`src/rtl/prefetch_queue.sv`:
```
`default_nettype none
// ---------------------------------------------------------------------------
// prefetch_queue : 6-byte in-order code prefetch buffer between a byte ROM and the core.  Rev 1.0
// ---------------------------------------------------------------------------
module prefetch_queue #(
   parameter int          DEPTH    = 6,
   parameter logic [15:0] RESET_CS = 16'hFFFF,
   parameter logic [15:0] RESET_IP = 16'h0000
) (
   input  logic        clk,
   input  logic        rst,
   output logic        rom_en,
   output logic [19:0] rom_addr,
   input  logic [7:0]  rom_data,
   input  logic        fetch_hold,
   input  logic        flush,
   input  logic [15:0] flush_cs,
   input  logic [15:0] flush_ip,
   input  logic [2:0]  consume,
   output logic [47:0] q_bytes,
   output logic [2:0]  q_count,
   output logic [15:0] ip_out
);

   logic [15:0] cs_q;
   logic [15:0] fetch_ip_q;
   logic [15:0] ip_q;
   logic [2:0]  count_q;
   logic        pend_q;
   logic [7:0]  mem_q [DEPTH];

   logic [7:0]  mem_d [DEPTH];
   logic [2:0]  count_d;
   logic [2:0]  cons_eff;
   logic [2:0]  base;
   logic [3:0]  occ;

   // Issue is gated on bytes held plus the one in flight, so the array can never overflow.
   assign occ      = {1'b0, count_q} + {3'b000, pend_q};
   assign rom_en   = rst & ~flush & ~fetch_hold & (occ < 4'(DEPTH));
   assign rom_addr = {cs_q, 4'h0} + {4'h0, fetch_ip_q};

   assign cons_eff = (consume > count_q) ? count_q : consume;
   assign base     = count_q - cons_eff;
   assign count_d  = base + {2'b00, pend_q};

   always_comb begin
      for (int i = 0; i < DEPTH; i++) begin
         mem_d[i] = mem_q[i];
         for (int s = 0; s < DEPTH; s++) begin
            if ({1'b0, 3'(i)} + {1'b0, cons_eff} == 4'(s)) begin
               mem_d[i] = mem_q[s];
            end
         end
         // Returning byte lands right behind the surviving bytes.
         if (pend_q && (base == 3'(i))) begin
            mem_d[i] = rom_data;
         end
      end
   end

   always_comb begin
      q_bytes = '0;
      for (int i = 0; i < DEPTH; i++) begin
         q_bytes[8*i +: 8] = mem_q[i];
      end
   end

   assign q_count = rst ? count_q : 3'd0;
   assign ip_out  = rst ? ip_q : RESET_IP;

   always_ff @(posedge clk) begin
      if (!rst) begin
         count_q    <= 3'd0;
         pend_q     <= 1'b0;
         cs_q       <= RESET_CS;
         fetch_ip_q <= RESET_IP;
         ip_q       <= RESET_IP;
      end else if (flush) begin
         count_q    <= 3'd0;
         pend_q     <= 1'b0;
         cs_q       <= flush_cs;
         fetch_ip_q <= flush_ip;
         ip_q       <= flush_ip;
      end else begin
         mem_q   <= mem_d;
         count_q <= count_d;
         pend_q  <= rom_en;
         if (rom_en) begin
            fetch_ip_q <= fetch_ip_q + 16'd1;
         end
         ip_q <= ip_q + {13'd0, cons_eff};
      end
   end

endmodule
`default_nettype wire

```
`config.mk`:
```
export PLATFORM = sky130hd
export DESIGN_NAME = prefetch_queue
export DESIGN_NICKNAME = d
export VERILOG_FILES = /design/src/rtl/prefetch_queue.sv
export SDC_FILE = /design/constraint.sdc
export NUM_CORES = 1
export LEC_CHECK = 0
export BUFFER_PORTS_ARGS = -buffer_cell sky130_fd_sc_hd__buf_4
export CAP_MARGIN = 20
export CORE_UTILIZATION = 50
export CTS_BUF_LIST = sky130_fd_sc_hd__clkbuf_4
export DETAILED_ROUTE_END_ITERATION = 10
export PLACE_DENSITY = 0.77
export SLEW_MARGIN = 20
export SYNTH_ARGS = -nofsm -noshare
export SYNTH_HDL_FRONTEND = slang
export SYNTH_SLANG_ARGS = --single-unit
```
`constraint.sdc`:
```
create_clock -name clk -period 9.25 [get_ports clk]
set_clock_uncertainty 0.15 [all_clocks]
set_input_delay 1.3875 -clock clk [delete_from_list [all_inputs] [get_ports clk]]
set_output_delay 1.3875 -clock clk [all_outputs]
set_load 0.005 [all_outputs]
```
==> flow_summary.json, run 1 <==
{
  "outcome": "finished clean",
  "fp.coreArea_sq_um": 13900,
  "crit_slowest_cell": "nor3_2",
  "clk_pin_slew_ns": 0.15,
  "ys_ff_latch": 100,
  "timing.final.crit_share": 0.609,
  "synthDistinctLibCells": 60,
  "dp_hpwl_mm": 15.8,
  "fin_crit_ns": 5.63,
  "start_util": 0.511,
  "fin_hold_ws_ns": 0.355,
  "synth-simple-area-share": 0.184,
  "post-cts-setup-buffers": 0,
  "drv_slew": 0,
  "hold_viol": 0,
  "mostFrequentLayoutCells": "buf_4, nand2_1, mux2i_1, nor2_1, a21oi_1",
  "h-tree-depth": 3,
  "critPathLaunchType": "input pin",
  "rsz0062_at_grt": "no",
  "total_power_mw": 1.83,
  "synth-main-ff-cell": "dfxtp_1",
  "synth_area_sq_um": 7100,
  "synth_mux_area_frac": 0.114,
  "critPathMostFrequentCell": "ha_1",
  "postPlaceCellArea_sq_um": 8200,
  "ir_drop_uv": 125,
  "numCtsBuffers": 9,
  "grt_first_pass_wirelength_mm": 34.1,
  "gp_congestion": 0.959,
  "hold_depth": 2,
  "antenna_left": 0,
  "setup_ws_ns": 3.62,
  "dp.cells": 1085,
  "cts_max_path_buffers": 2,
  "hold_buffers": 0,
  "seq_area_frac_synth": 0.350,
  "hold_start": "cs_q[7]",
  "cp-end-kind": "flip-flop",
  "critPathMaxFanout": 17,
  "die_area_sq_um": 14700,
  "cp_slowest_stage_delay_ns": 0.83,
  "syn_nets": 883,
  "synth-xor-area-share": 0.0506,
  "path_class": "in2reg",
  "path_cells": "buf_4, ha_1, nand3b_2, a32oi_4, mux2i_1, inv_2, ha_1, fa_1, nand2_1, nor3_2, nor2_1, a31oi_1",
  "fmax_ghz": 0.178,
  "drc": 0,
  "synth_async_sr_flop_share": 0,
  "syn_inst": 806,
  "grt_start_max_net_pins": 61,
  "finalSetupTns_ns": 0,
  "avgSynthCellArea_sq_um": 8.81,
  "track_usage": 0.302,
  "r2r_cells": 12,
  "io_pins": 135,
  "hold_path_class": "reg2reg",
  "cts_tree": "done",
  "die_x_microns": 121,
  "cts-root-buf": "clkbuf_4",
  "fin_area_sq_um": 8330,
  "final_layout_size_suffix_gt1_frac": 0.195,
  "synth_fa_ha_area_frac": 0.0560,
  "drt_iter0_markers": 733,
  "synthToLayoutAreaGrowth_pct": 17.3,
  "ff2ff_setup_slack_ns": 3.93,
  "vias": 6851,
  "yosys_warnings": 0,
  "firstDrtPassIters": 6,
  "antenna_found_initial": 0,
  "required_ns": 9.25,
  "slew-limit-headroom": 0.272,
  "grt_overflow": 0,
  "finish.utilization": 0.600,
  "fin_cells": 1101,
  "grt_pass1_vias": 6340,
  "power_density_nw_per_um2": 220,
  "rows": 43,
  "vias_per_cell": 6.22,
  "cap_violations": 0,
  "tightest_slew_ns": 1.09,
  "clkSinkCount": 100,
  "worst_r2r_endpoint": "q_bytes[6]",
  "arrival_ns": 5.64,
  "synth_compound_area_frac": 0.208,
  "die_h_microns": 121,
  "final_common_cell": "buf_4",
  "totalWireLength_mm": 21.9,
  "clk_latency_ns": 0.52,
  "cts_resized": 0,
  "setup_violations": 0,
  "nNetsFinal": 993,
  "placement.io_buffers": 134,
  "synth-edff-count": 48,
  "rr_startpoint": "count_q[1]",
  "post-place-ws_ns": 3.13,
  "hold_end": "cs_q[7]",
  "static-leakage-power_nw": 3.57,
  "wire_per_inst_microns": 19.9,
  "antennaDiodeCount": 0,
  "synth_top_family_by_area": "compound AO/OA/AOI/OAI gates"
}
==> where the power goes <==
part	leakage (nW)	internal, mW	switching [mW]
registers	0.869	0.577	0.104
clock network	0.0691	0.0611	0.164
logic	2.63	0.423	0.499
==> flip-flops by register name, summed over array words and instances (netlist names) <==
register,cells
q_bytes,48
ip_q,16
count_q,3
cs_q,16
pend_q,1
fetch_ip_q,16
==> cells in the mapped netlist (12+ instances only) <==
| cell type | n | area, sq um |
|---|---|---|
| inv_1 | 16 | 60.1 |
| xor2_1 | 24 | 210 |
| clkbuf_1 | 30 | 113 |
| and3_1 | 12 | 75.1 |
| nor3_1 | 21 | 105 |
| a31oi_1 | 21 | 131 |
| a21o_1 | 16 | 120 |
| ha_1 | 27 | 338 |
| nor2_1 | 62 | 233 |
| a211o_1 | 14 | 123 |
| nand2_1 | 78 | 293 |
| a21oi_1 | 59 | 295 |
| and2_1 | 29 | 181 |
| nand3_1 | 21 | 105 |
| o21ai_0 | 52 | 260 |
| xnor2_1 | 17 | 149 |
| mux2i_1 | 68 | 681 |
| or3_1 | 15 | 93.8 |
| dfxtp_1 | 52 | 1040 |
| edfxtp_1 | 48 | 1440 |
==> area by class of cell <==
type                            count  area (sq um)
Timing Repair Buffer              141          1060
Sequential cell                   100          2480
Multi-Input combinational cell    644          4360
Clock buffer                       10          75.1
Fill cell                        1226          5560
Tap cell                          180           225
Inverter                           20          77.6
Clock inverter                      6          46.3
==> per-layer routing <==
layer / global-route usage / wire (microns) / share of wire / up-vias
li1: - / - / - / 3190
met1: 0.398 / 8900 / 0.41 / 3158
met2: 0.474 / 9740 / 0.45 / 420
met3: 0.0865 / 2400 / 0.11 / 83
met4: 0.105 / 830 / 0.038 / 0
met5: 0 / 0 / 0 / -
==> worst max-delay path by stage <==
stage	start	endpoint	slack [ns]	depth (start not counted)
global placement	consume[2]	q_bytes[1]	3.34	12
floorplan	consume[2]	q_bytes[0]	3.48	13
detailed placement	consume[2]	q_bytes[1]	3.13	12
global route	consume[2]	q_bytes[7]	3.30	12
finish	consume[2]	q_bytes[6]	3.62	12
CTS	consume[2]	q_bytes[7]	3.68	12
==> logic make-up (layout without fill, tap and decap cells) <==
| group | count (synthesis) | in the layout |
|---|---|---|
| AO/OA/AOI/OAI | 225 | 225 |
| flip-flops | 100 | 100 |
| multiplexers | 79 | 79 |
| AND/OR/NAND/NOR | 269 | 269 |
| XOR/XNOR | 41 | 41 |
| buffers and inverters | 62 | 177 |
| adder cells (fa/ha/maj) | 30 | 30 |
==> worst max-delay path, delay by kind of cell <==
family                   cells  cell delay (ns)
adder cells (fa/ha/maj)      3             1.21
buffers and inverters        2             0.37
AO/OA/AOI/OAI                2             1.04
AND/OR/NAND/NOR              4             1.21
multiplexers                 1             0.41
(Power assumes the default switching activity.)
==> inputs of run 2 (changes only) <==
--- a/config.mk
+++ b/config.mk
@@ -10,7 +10,7 @@
 export CORE_UTILIZATION = 50
 export CTS_BUF_LIST = sky130_fd_sc_hd__clkbuf_4
 export DETAILED_ROUTE_END_ITERATION = 10
-export PLACE_DENSITY = 0.77
+export PLACE_DENSITY = 0.8
 export SLEW_MARGIN = 20
 export SYNTH_ARGS = -nofsm -noshare
 export SYNTH_HDL_FRONTEND = slang
==> constraint.sdc (replaced) <==
create_clock -name clk -period 5.15 [get_ports clk]
set_clock_uncertainty 0.15 [all_clocks]
set_input_delay 0.7725 -clock clk [delete_from_list [all_inputs] [get_ports clk]]
set_output_delay 0.7725 -clock clk [all_outputs]
set_load 0.005 [all_outputs]
==> flow_summary.json, run 2 (synthesis gave the netlist of run 1 again) <==
{
  "rows": 43,
  "dp_hpwl_mm": 15.9,
  "antenna_found_initial": 1,
  "critPathMostFrequentCell": "ha_1",
  "nFillCells": 1242,
  "drc": 0,
  "firstDrtPassIters": 6,
  "largest_register_ffs": 48,
  "hold_buffers": 0,
  "mostFrequentLayoutCells": "buf_4, nand2_1, mux2i_1, nor2_1, a21oi_1",
  "drv_slew": 0,
  "clk_pin_slew_ns": 0.16,
  "wire_per_inst_microns": 19.5,
  "dp.cells": 1098,
  "drt_iter0_markers": 799,
  "critPathMaxFanout": 9,
  "die_area_sq_um": 14700,
  "finalSetupTns_ns": 0,
  "fp.coreArea_sq_um": 13900,
  "static-leakage-power_nw": 3.63,
  "cp-end-kind": "flip-flop",
  "power_density_nw_per_um2": 390,
  "crit_slowest_cell": "a21oi_1",
  "path_class": "reg2reg",
  "clkSinkCount": 100,
  "cp_slowest_stage_delay_ns": 0.90,
  "h-tree-depth": 3,
  "cts_resized": 0,
  "busiest_layer": "met2",
  "use_met1": 0.387,
  "totalWireLength_mm": 21.7,
  "grt_start_max_net_pins": 61,
  "critPathLaunchType": "flip-flop",
  "timing.final.crit_share": 0.898,
  "tightest_slew_ns": 1.17,
  "cap_violations": 0,
  "slew-limit-headroom": 0.223,
  "grt_first_pass_wirelength_mm": 34.0,
  "r2r_cells": 11,
  "path_cells": "inv_1, ha_1, nand3b_2, a32oi_4, mux2i_1, inv_2, ha_1, fa_1, nor2b_1, nand2_1, a21oi_1",
  "crit_family": "compound AO/OA/AOI/OAI gates",
  "track_usage": 0.301,
  "die_h_microns": 121,
  "fmax_ghz": 0.216,
  "hold_depth": 2,
  "placement.io_buffers": 134,
  "cts_tree": "done",
  "grt_pass1_vias": 6378,
  "arrival_ns": 4.60,
  "hold_path_class": "in2reg",
  "vias_per_cell": 6.21,
  "fin_crit_ns": 4.62,
  "final_common_cell": "buf_4",
  "fin_cells": 1115,
  "antenna_left": 0,
  "clk_latency_ns": 0.49,
  "setup_violations": 0,
  "rsz0062_at_grt": "no",
  "start_util": 0.511,
  "grt_overflow": 0,
  "outcome": "finished clean",
  "gp_congestion": 1.03,
  "required_ns": 5.12,
  "grt_use_met2": 0.474,
  "fin_hold_ws_ns": 0.283,
  "hold_viol": 0,
  "grt_use_met3": 0.0813,
  "die_x_microns": 121,
  "cts_max_path_buffers": 2,
  "cts-root-buf": "clkbuf_4",
  "synthToLayoutAreaGrowth_pct": 18.7,
  "io_pins": 135,
  "critical_path_depth": 11,
  "crit_buf_inv": 2,
  "numCtsBuffers": 9,
  "total_power_mw": 3.29,
  "ir_drop_uv": 171,
  "post-cts-setup-buffers": 0,
  "final_layout_size_suffix_gt1_frac": 0.207,
  "nNetsFinal": 1006,
  "vias": 6929
}
## run 2: stage by stage
step	utilization	worst slack, ns	area [sq um]
after global routing	0.607	0.314	8420
after CTS	0.607	0.658	8420
after global placement	0.598	0.549	8300
final	0.607	0.527	8420
after floorplan	-	0.132	7110
after detailed placement	0.598	0.422	8300
## run 2: final timing paths
kind                       to  slack [ns]  startpoint
setup / recovery  q_bytes[25]        0.53  count_q[1]
hold / removal         pend_q        0.28  fetch_hold
setup reg to reg  q_bytes[25]        0.53  count_q[1]
hold reg to reg       cs_q[6]        0.36     cs_q[6]
## run 2: area by class of cell
| cell class | count | area, sq um | area share |
|---|---|---|---|
| sequential | 100 | 2480 | 0.295 |
| tap | 180 | 225 | 0.0267 |
| inverter | 20 | 77.6 | 0.00921 |
| clock buffer | 9 | 67.6 | 0.00802 |
| timing repair buffer | 154 | 1160 | 0.137 |
| multi-input combinational | 644 | 4360 | 0.518 |
| antenna | 1 | 2.50 | 0.000297 |
| clock inverter | 7 | 51.3 | 0.00609 |
## run 2: power breakdown
part / leakage (nW) / internal, mW / switching (mW)
clock: 0.0706 / 0.102 / 0.287
combinational: 2.69 / 0.784 / 0.889
sequential: 0.869 / 1.03 / 0.188
total: 3.63 / 1.92 / 1.36
## run 2: metal layers
layer	wire length (microns)	part of all wire	vias to the layer above
li1	-	-	3234
met1	8480	0.39	3158
met2	9740	0.45	454
met3	2700	0.12	83
met4	796	0.037	0
met5	0	0	-
